`src/rtl/pipeline_stall_ctrl.sv`:
```
// Pipeline latch enable / flush / bubble controller for the 5-stage core.
// Owns the multdiv wait handshake and saturating stall/flush counters.
module pipeline_stall_ctrl #(
    parameter int MD_TIMEOUT = 64,
    parameter int CNT_W      = 16
) (
    input  logic             clock,
    input  logic             reset_n,
    input  logic             hazard,
    input  logic             branch_taken_x,
    input  logic             md_start_x,
    input  logic             md_ready,
    output logic             pc_en,
    output logic             fd_en,
    output logic             fd_flush,
    output logic             dx_bubble,
    output logic             dx_en,
    output logic             xm_bubble,
    output logic             md_go,
    output logic             md_timeout,
    output logic [CNT_W-1:0] stall_cnt,
    output logic [CNT_W-1:0] flush_cnt
);

    localparam int WAIT_W = (MD_TIMEOUT > 1) ? $clog2(MD_TIMEOUT + 1) : 1;
    localparam logic [WAIT_W-1:0] WAIT_LAST = WAIT_W'(MD_TIMEOUT - 1);

    typedef enum logic {
        RUN,
        MD_WAIT
    } state_t;

    state_t            state, state_nxt;
    logic [WAIT_W-1:0] wait_cnt, wait_cnt_nxt;
    logic              guard, guard_nxt;
    logic              timeout_hit;
    logic              md_take;
    logic              flush_evt;

    // The guard masks md_start_x for the one RUN cycle in which the finished
    // mult/div instruction is still sitting in X.
    always_comb begin
        md_take   = (state == RUN) && md_start_x && !guard;
        flush_evt = (state == RUN) && !md_take && branch_taken_x;
    end

    always_ff @(posedge clock or negedge reset_n) begin
        if (!reset_n) begin
            state      <= RUN;
            wait_cnt   <= '0;
            guard      <= 1'b0;
            md_timeout <= 1'b0;
        end else begin
            state    <= state_nxt;
            wait_cnt <= wait_cnt_nxt;
            guard    <= guard_nxt;
            if (timeout_hit) begin
                md_timeout <= 1'b1;
            end
        end
    end

    always_comb begin
        state_nxt    = state;
        wait_cnt_nxt = wait_cnt;
        guard_nxt    = 1'b0;
        timeout_hit  = 1'b0;
        case (state)
            RUN: begin
                if (md_take) begin
                    state_nxt    = MD_WAIT;
                    wait_cnt_nxt = '0;
                end
            end
            MD_WAIT: begin
                wait_cnt_nxt = wait_cnt + WAIT_W'(1);
                if (md_ready) begin
                    state_nxt = RUN;
                    guard_nxt = 1'b1;
                end else if (wait_cnt == WAIT_LAST) begin
                    state_nxt   = RUN;
                    guard_nxt   = 1'b1;
                    timeout_hit = 1'b1;
                end
            end
            default: state_nxt = RUN;
        endcase
    end

    always_comb begin
        pc_en     = 1'b1;
        fd_en     = 1'b1;
        dx_en     = 1'b1;
        fd_flush  = 1'b0;
        dx_bubble = 1'b0;
        xm_bubble = 1'b0;
        md_go     = 1'b0;
        if (!reset_n) begin
            pc_en     = 1'b0;
            fd_en     = 1'b0;
            dx_en     = 1'b0;
            fd_flush  = 1'b1;
            dx_bubble = 1'b1;
            xm_bubble = 1'b1;
        end else begin
            case (state)
                RUN: begin
                    if (md_take) begin
                        md_go     = 1'b1;
                        pc_en     = 1'b0;
                        fd_en     = 1'b0;
                        dx_en     = 1'b0;
                        xm_bubble = 1'b1;
                    end else if (branch_taken_x) begin
                        fd_flush  = 1'b1;
                        dx_bubble = 1'b1;
                    end else if (hazard) begin
                        pc_en     = 1'b0;
                        fd_en     = 1'b0;
                        dx_bubble = 1'b1;
                    end
                end
                MD_WAIT: begin
                    pc_en     = 1'b0;
                    fd_en     = 1'b0;
                    dx_en     = 1'b0;
                    xm_bubble = !md_ready;
                end
                default: begin
                    pc_en = 1'b0;
                end
            endcase
        end
    end

    always_ff @(posedge clock or negedge reset_n) begin
        if (!reset_n) begin
            stall_cnt <= '0;
            flush_cnt <= '0;
        end else begin
            if (!pc_en && stall_cnt != '1) begin
                stall_cnt <= stall_cnt + CNT_W'(1);
            end
            if (flush_evt && flush_cnt != '1) begin
                flush_cnt <= flush_cnt + CNT_W'(1);
            end
        end
    end

endmodule

```
`config.mk`:
```
export PLATFORM = sky130hd
export DESIGN_NAME = pipeline_stall_ctrl
export DESIGN_NICKNAME = d
export VERILOG_FILES = /design/src/rtl/pipeline_stall_ctrl.sv
export SDC_FILE = /design/constraint.sdc
export NUM_CORES = 1
export LEC_CHECK = 0
export ABC_CLOCK_PERIOD_IN_PS = 2900
export CAP_MARGIN = 20
export CORE_ASPECT_RATIO = 0.8
export CORE_MARGIN = 8
export CORE_UTILIZATION = 54
export CTS_CLUSTER_DIAMETER = 50
export DETAILED_ROUTE_END_ITERATION = 7
export PLACE_DENSITY = 0.95
export SLEW_MARGIN = 10
export SYNTH_ARGS = -nofsm -noshare
export SYNTH_HDL_FRONTEND = slang
export SYNTH_SLANG_ARGS = --single-unit
```
`constraint.sdc`:
```
create_clock -name clock -period 2.9 [get_ports clock]
set_input_delay 0.87 -clock clock [delete_from_list [all_inputs] [get_ports clock]]
set_output_delay 0.87 -clock clock [all_outputs]
set_load 0.05 [all_outputs]
```
# After elaboration in Yosys (flattened, before gate mapping)
# Cells that the tools add are included.
[classes]
mux = 32
reduce_logical = 10
bitwise_logic = 1
add_sub_neg = 3
eq_ne = 4
[ops]
columns = ["op", "count"]
rows = [
  ["adder 16 x 1 -> 16 bit (second input constant)", 2],
  ["!= test 16 bit (second input constant)", 2],
  ["two-way mux 1 bit", 26],
  ["case mux 7 bit (2 select lines)", 1],
  ["case mux 1 bit (2 select lines)", 4],
  ["adder 7 x 1 -> 7 bit (second input constant)", 1],
  ["== test 7 x 6 -> 1 bit (second input constant)", 1],
  ["two-way mux 7 bit", 1],
  ["logical AND 1 bit", 6],
  ["logical NOT 1 bit", 4],
  ["!= test 2 bit (second input constant)", 1],
  ["inverter 1 bit", 1],
]
[totals]
ff_bits = 42
elab_cells = 56

# Logic depth before layout (Yosys ltp)
[logic_depth]
depth_word = 8
mapped_depth = 6
ltp_nobuf = 5

# Worst setup path after synthesis
# OpenSTA, ideal clock, no wires.
[synth_timing]
kind = "in2out"
startpoint = "in md_start_x"
endpoint = "out pc_en"
stages = 4
path_buffers = 2
arrival_ns = 2.342
path_slack_ns = -0.312
path_cell_list = "nor2b_1 buf_6 nor3_2 buf_4"
[synth_between]
elab_chain_len = 5
[synth_rtl]
columns = ["item", "line", "text"]
rows = [
  ["from (decl)", "11", "input logic md_start_x,"],
  ["logical AND 1 bit (2 in series)", "43", "md_take = (state == RUN) && md_start_x && !guard;"],
  ["two-way mux 1 bit", "-", ""],
  ["case mux 1 bit (2 select lines)", "-", ""],
  ["two-way mux 1 bit", "-", ""],
  ["to (decl)", "13", "output logic pc_en,"],
]
# No other way between the ends.

# Worst setup path in the final report
[layout_timing]
startpoint = "in branch_taken_x"
endpoint = "out fd_en"
[layout_between]
elab_chain_len = 4
[layout_rtl]
columns = ["item", "line", "text"]
rows = [
  ["from (decl)", "10", "input logic branch_taken_x,"],
  ["two-way mux 1 bit", "114", "end else if (branch_taken_x) begin"],
  ["two-way mux 1 bit", "108", "if (md_take) begin"],
  ["case mux 1 bit (2 select lines)", "106", "case (state)"],
  ["two-way mux 1 bit", "98", "if (!reset_n) begin"],
  ["to (decl)", "14", "output logic fd_en,"],
]
# No other way between the ends.

==> run summary <==
PLACE
---------------------------------------------------------------------------------
Placement-stage cell area                                            0.00274 mm^2
Global placer's final weighted congestion                                   0.874
Number of instances in the placed design                                      307
# port buffers                                                                 45
Dpl hpwl                                                                  3990 um

SETUP PATH
---------------------------------------------------------------------------------
Reg2Reg Depth                                                                   5
Setup slack, reg-to-reg                                                   0.85 ns
Data required, critical path                                              2.03 ns
Data arrival at the endpoint of the critical path                         1.97 ns
Crit-path max FO                                                                3
Type of destination of the critical path                              output port
Worst setup path category                                                  in2out
Worst setup startpoint                                               branch_taken_x
Worst reg2reg startpoint                                             flush_cnt[0]$_DFFE_PN0P_
Kind of start point of the critical path                                input pin

CELLS AND AREA
---------------------------------------------------------------------------------
Non-Filler Instances                                                          319
Storage cell area                                                    0.00105 mm^2
Area Overhead vs Synth                                                      36.2%
Area of the multi-input gates                                        0.00103 mm^2
Nets                                                                          272
Fraction of final layout cells sized beyond drive strength 1                0.159
Filler cells                                                                  246
Final design instance area without fill                              0.00287 mm^2
Total inserted antenna cells                                                    0

LOGIC SYNTHESIS
---------------------------------------------------------------------------------
Total number of yosys warnings                                                  0
Sequential fraction of the synthesis area                                   0.498
Number of synthesized register bits                                            42
Area of the mapped netlist                                           0.00211 mm^2
Top-count cell post-synth                                            sky130_fd_sc_hd__dfrtp_1
Area fraction of the dominant cell type after synthesis                     0.498
Post-Synthesis Net Count                                                      210
Number of synthesized flops with an enable pin                                  0
Async set-reset flop share out of synthesis                                  1.00
Leading area contributor after synthesis                             sky130_fd_sc_hd__dfrtp_1
Top cell types by occurrence after synthesis                         sky130_fd_sc_hd__dfrtp_1 (42), sky130_fd_sc_hd__xor2_1 (26), sky130_fd_sc_hd__nand2_1 (22)
Syn_area_per_cell                                                       10.5 um^2
Synth Flop Type                                                      sky130_fd_sc_hd__dfrtp_1
Cells after synthesis                                                         201
Leading cell types by total area after synthesis                     sky130_fd_sc_hd__dfrtp_1 (50%), sky130_fd_sc_hd__xor2_1 (11%), sky130_fd_sc_hd__nand2_1 (3.9%)
Count of unique library cells instantiated by Yosys                            38

POWER
---------------------------------------------------------------------------------
Leak pwr                                                                  1.28 nW
Peak ir drop on the vdd network                                        0.000585 V
Sequential power share                                                      0.393
PnR Total Power                                                           2.29 mW
Net switching fraction of the power                                         0.459
Combinational power share                                                   0.437
Proportion of power drawn by the clock network                              0.170
Pwr Density                                                           796 mW/mm^2
Internal portion of total power                                           1.24 mW
Net switching power of the design                                         1.05 mW

STA
---------------------------------------------------------------------------------
Final min period                                                          2.84 ns
Maximum frequency from static timing analysis                             352 MHz
RSZ-0062 raised after global routing                                        false
Final Hold Violating Endpoints                                                  0
Clock Skew                                                             0.00997 ns
Final setup viols                                                               0
Fin. max-slew vios                                                              0
Share of the cycle needed by the critical path after routing                0.980
Worst max-slew margin expressed relative to the limit                       0.555
Worst hold margin                                                        0.483 ns
Transition at the pin with the smallest max-transition slack             0.667 ns

DETAILED ROUTING
---------------------------------------------------------------------------------
Detailed-route wire length                                                5510 um
Per-cell routed wire length                                               17.3 um
Post-detailed-route DRC marker count                                            0
Routed vias                                                                  1853
Vias per Instance                                                            5.81
Initial DRT Pass Iterations                                                     4
Number of DRC violations after detailed-routing iteration 0                   176
Number of nets still failing antenna checks after routing                       0

MIN PATH
---------------------------------------------------------------------------------
Worst hold start                                                     md_timeout$_DFFE_PN0P_
Cells on Worst Hold Path                                                        1
Path type of the worst min-delay path                                     reg2reg

CLOCK TREE
---------------------------------------------------------------------------------
Clock root buffer master                                             sky130_fd_sc_hd__clkbuf_8
Maximum buffer depth of the clock tree                                          2
Hold-fix buffers at CTS                                                         0
CTS clock-pin slew for the worst setup and hold paths                     0.08 ns
Number of CTS-inserted buffers                                                  5
TritonCTS clock tree                                                         done
TritonCTS Sinks                                                                42
Clock latency of the later-clocked register in the worst-skew pair        0.31 ns
H-Tree Depth                                                                    2

DIE
---------------------------------------------------------------------------------
Placement row count                                                            20
Effective utilization at floorplan                                          0.558
Top-Level Pins                                                                 46
Total Die Area                                                       0.00618 mm^2
Die height                                                                71.9 um
Placeable core area                                                  0.00378 mm^2
Chip Width                                                                85.9 um

GLOBAL ROUTE
---------------------------------------------------------------------------------
Number of global-route vias before repair                                    1792
Largest net degree at the start of global routing                              36
Wire length of the first global-routing pass                              9130 um
Number of antenna violations at the first check in global routing               0
Remaining global-route overflow                                                 0
GRT Overall Usage                                                           0.189

FLOW RUN
---------------------------------------------------------------------------------
Count of maximum capacitance violations                                         0

STATUS
---------------------------------------------------------------------------------
Result of the run                                                    finished clean

-- layout make-up --
class | count | area share
multi-input cells | 149 | 0.357
flip-flops and latches | 42 | 0.366
well taps | 55 | 0.0240
clock buffers | 5 | 0.0240
repair buffers | 60 | 0.215
clock inverters | 3 | 0.00740
inverters | 5 | 0.00653
-- path summary, 6_finish.rpt --
check | to
max | fd_en
min | md_timeout$_DFFE_PN0P_
max reg2reg | flush_cnt[12]$_DFFE_PN0P_
min reg2reg | md_timeout$_DFFE_PN0P_
max in group asynchronous | flush_cnt[2]$_DFFE_PN0P_
min in group asynchronous | wait_cnt[1]$_DFFE_PN0P_
-- stage by stage --
step | setup slack, ns | utilization | setup TNS, ns
6_report | 0.0578 | 0.760 | 0
5_1_grt | 0.00896 | 0.760 | 0
3_3_place_gp | -0.0495 | 0.724 | -0.143
3_5_place_dp | -0.0780 | 0.724 | -0.270
2_1_floorplan | 0.00838 | - | 0
4_1_cts | 0.0419 | 0.760 | 0
-- placed cells by master, fill, tap and decap left out, types with 6 or more instances in the layout --
master	instances
sky130_fd_sc_hd__nand2_1	21
sky130_fd_sc_hd__xor2_1	26
sky130_fd_sc_hd__nand4_1	13
sky130_fd_sc_hd__buf_12	6
sky130_fd_sc_hd__nand3_1	8
sky130_fd_sc_hd__nor2_1	10
sky130_fd_sc_hd__o21ai_0	7
sky130_fd_sc_hd__nor4_1	12
sky130_fd_sc_hd__buf_4	15
sky130_fd_sc_hd__clkdlybuf4s50_1	36
sky130_fd_sc_hd__nor3_1	11
sky130_fd_sc_hd__dfrtp_1	42
-- power by group through the flow --
stage,registers [mW],logic (mW),clock network [mW]
CTS,0.892,1.00,0.389
detailed placement,0.898,0.987,0
global route,0.917,1.06,0.425
finish,0.899,0.999,0.389
floorplan,1.22,0.279,0
global placement,0.889,0.961,0
-- logic make-up (layout without fill, tap and decap cells) --
logic type / Yosys count / in the layout / synth area share
adder cells (fa/ha/maj): 3 / 3 / 0.0178
flip-flops: 42 / 42 / 0.498
buffers and inverters: 10 / 73 / 0.0267
AND/OR/NAND/NOR: 97 / 97 / 0.266
XOR/XNOR: 28 / 28 / 0.116
AO/OA/AOI/OAI: 17 / 17 / 0.0546
multiplexers: 4 / 4 / 0.0208
-- registers in the layout, indices dropped and copies added (netlist names) --
| name | flops |
|---|---|
| flush_cnt | 16 |
| guard | 1 |
| md_timeout | 1 |
| stall_cnt | 16 |
| state | 1 |
| wait_cnt | 7 |
-- critical path, cell delays in order --
cell and delay [ns]:
sky130_fd_sc_hd__clkdlybuf4s50_1 0.54, sky130_fd_sc_hd__nor2b_2 0.08, sky130_fd_sc_hd__nor3_4 0.19, sky130_fd_sc_hd__buf_4 0.15, sky130_fd_sc_hd__buf_12 0.13
-- timing repair --
action                     CTS  global route
setup endpoints to repair    6             2
setup buffers                4             0
gates cloned                 0             0
pin swaps                    1             0
resized for setup            5             1
-- layer usage --
metal / wire length (um) / part of all wire / vias to the layer above / track usage
met3: 466 / 0.085 / 13 / 0.0700
met5: 0 / 0 / - / 0
li1: - / - / 851 / -
met4: 87 / 0.016 / 0 / 0.0581
met1: 2280 / 0.41 / 903 / 0.238
met2: 2670 / 0.49 / 86 / 0.293
Note: power is estimated with default switching activity, not from simulation.
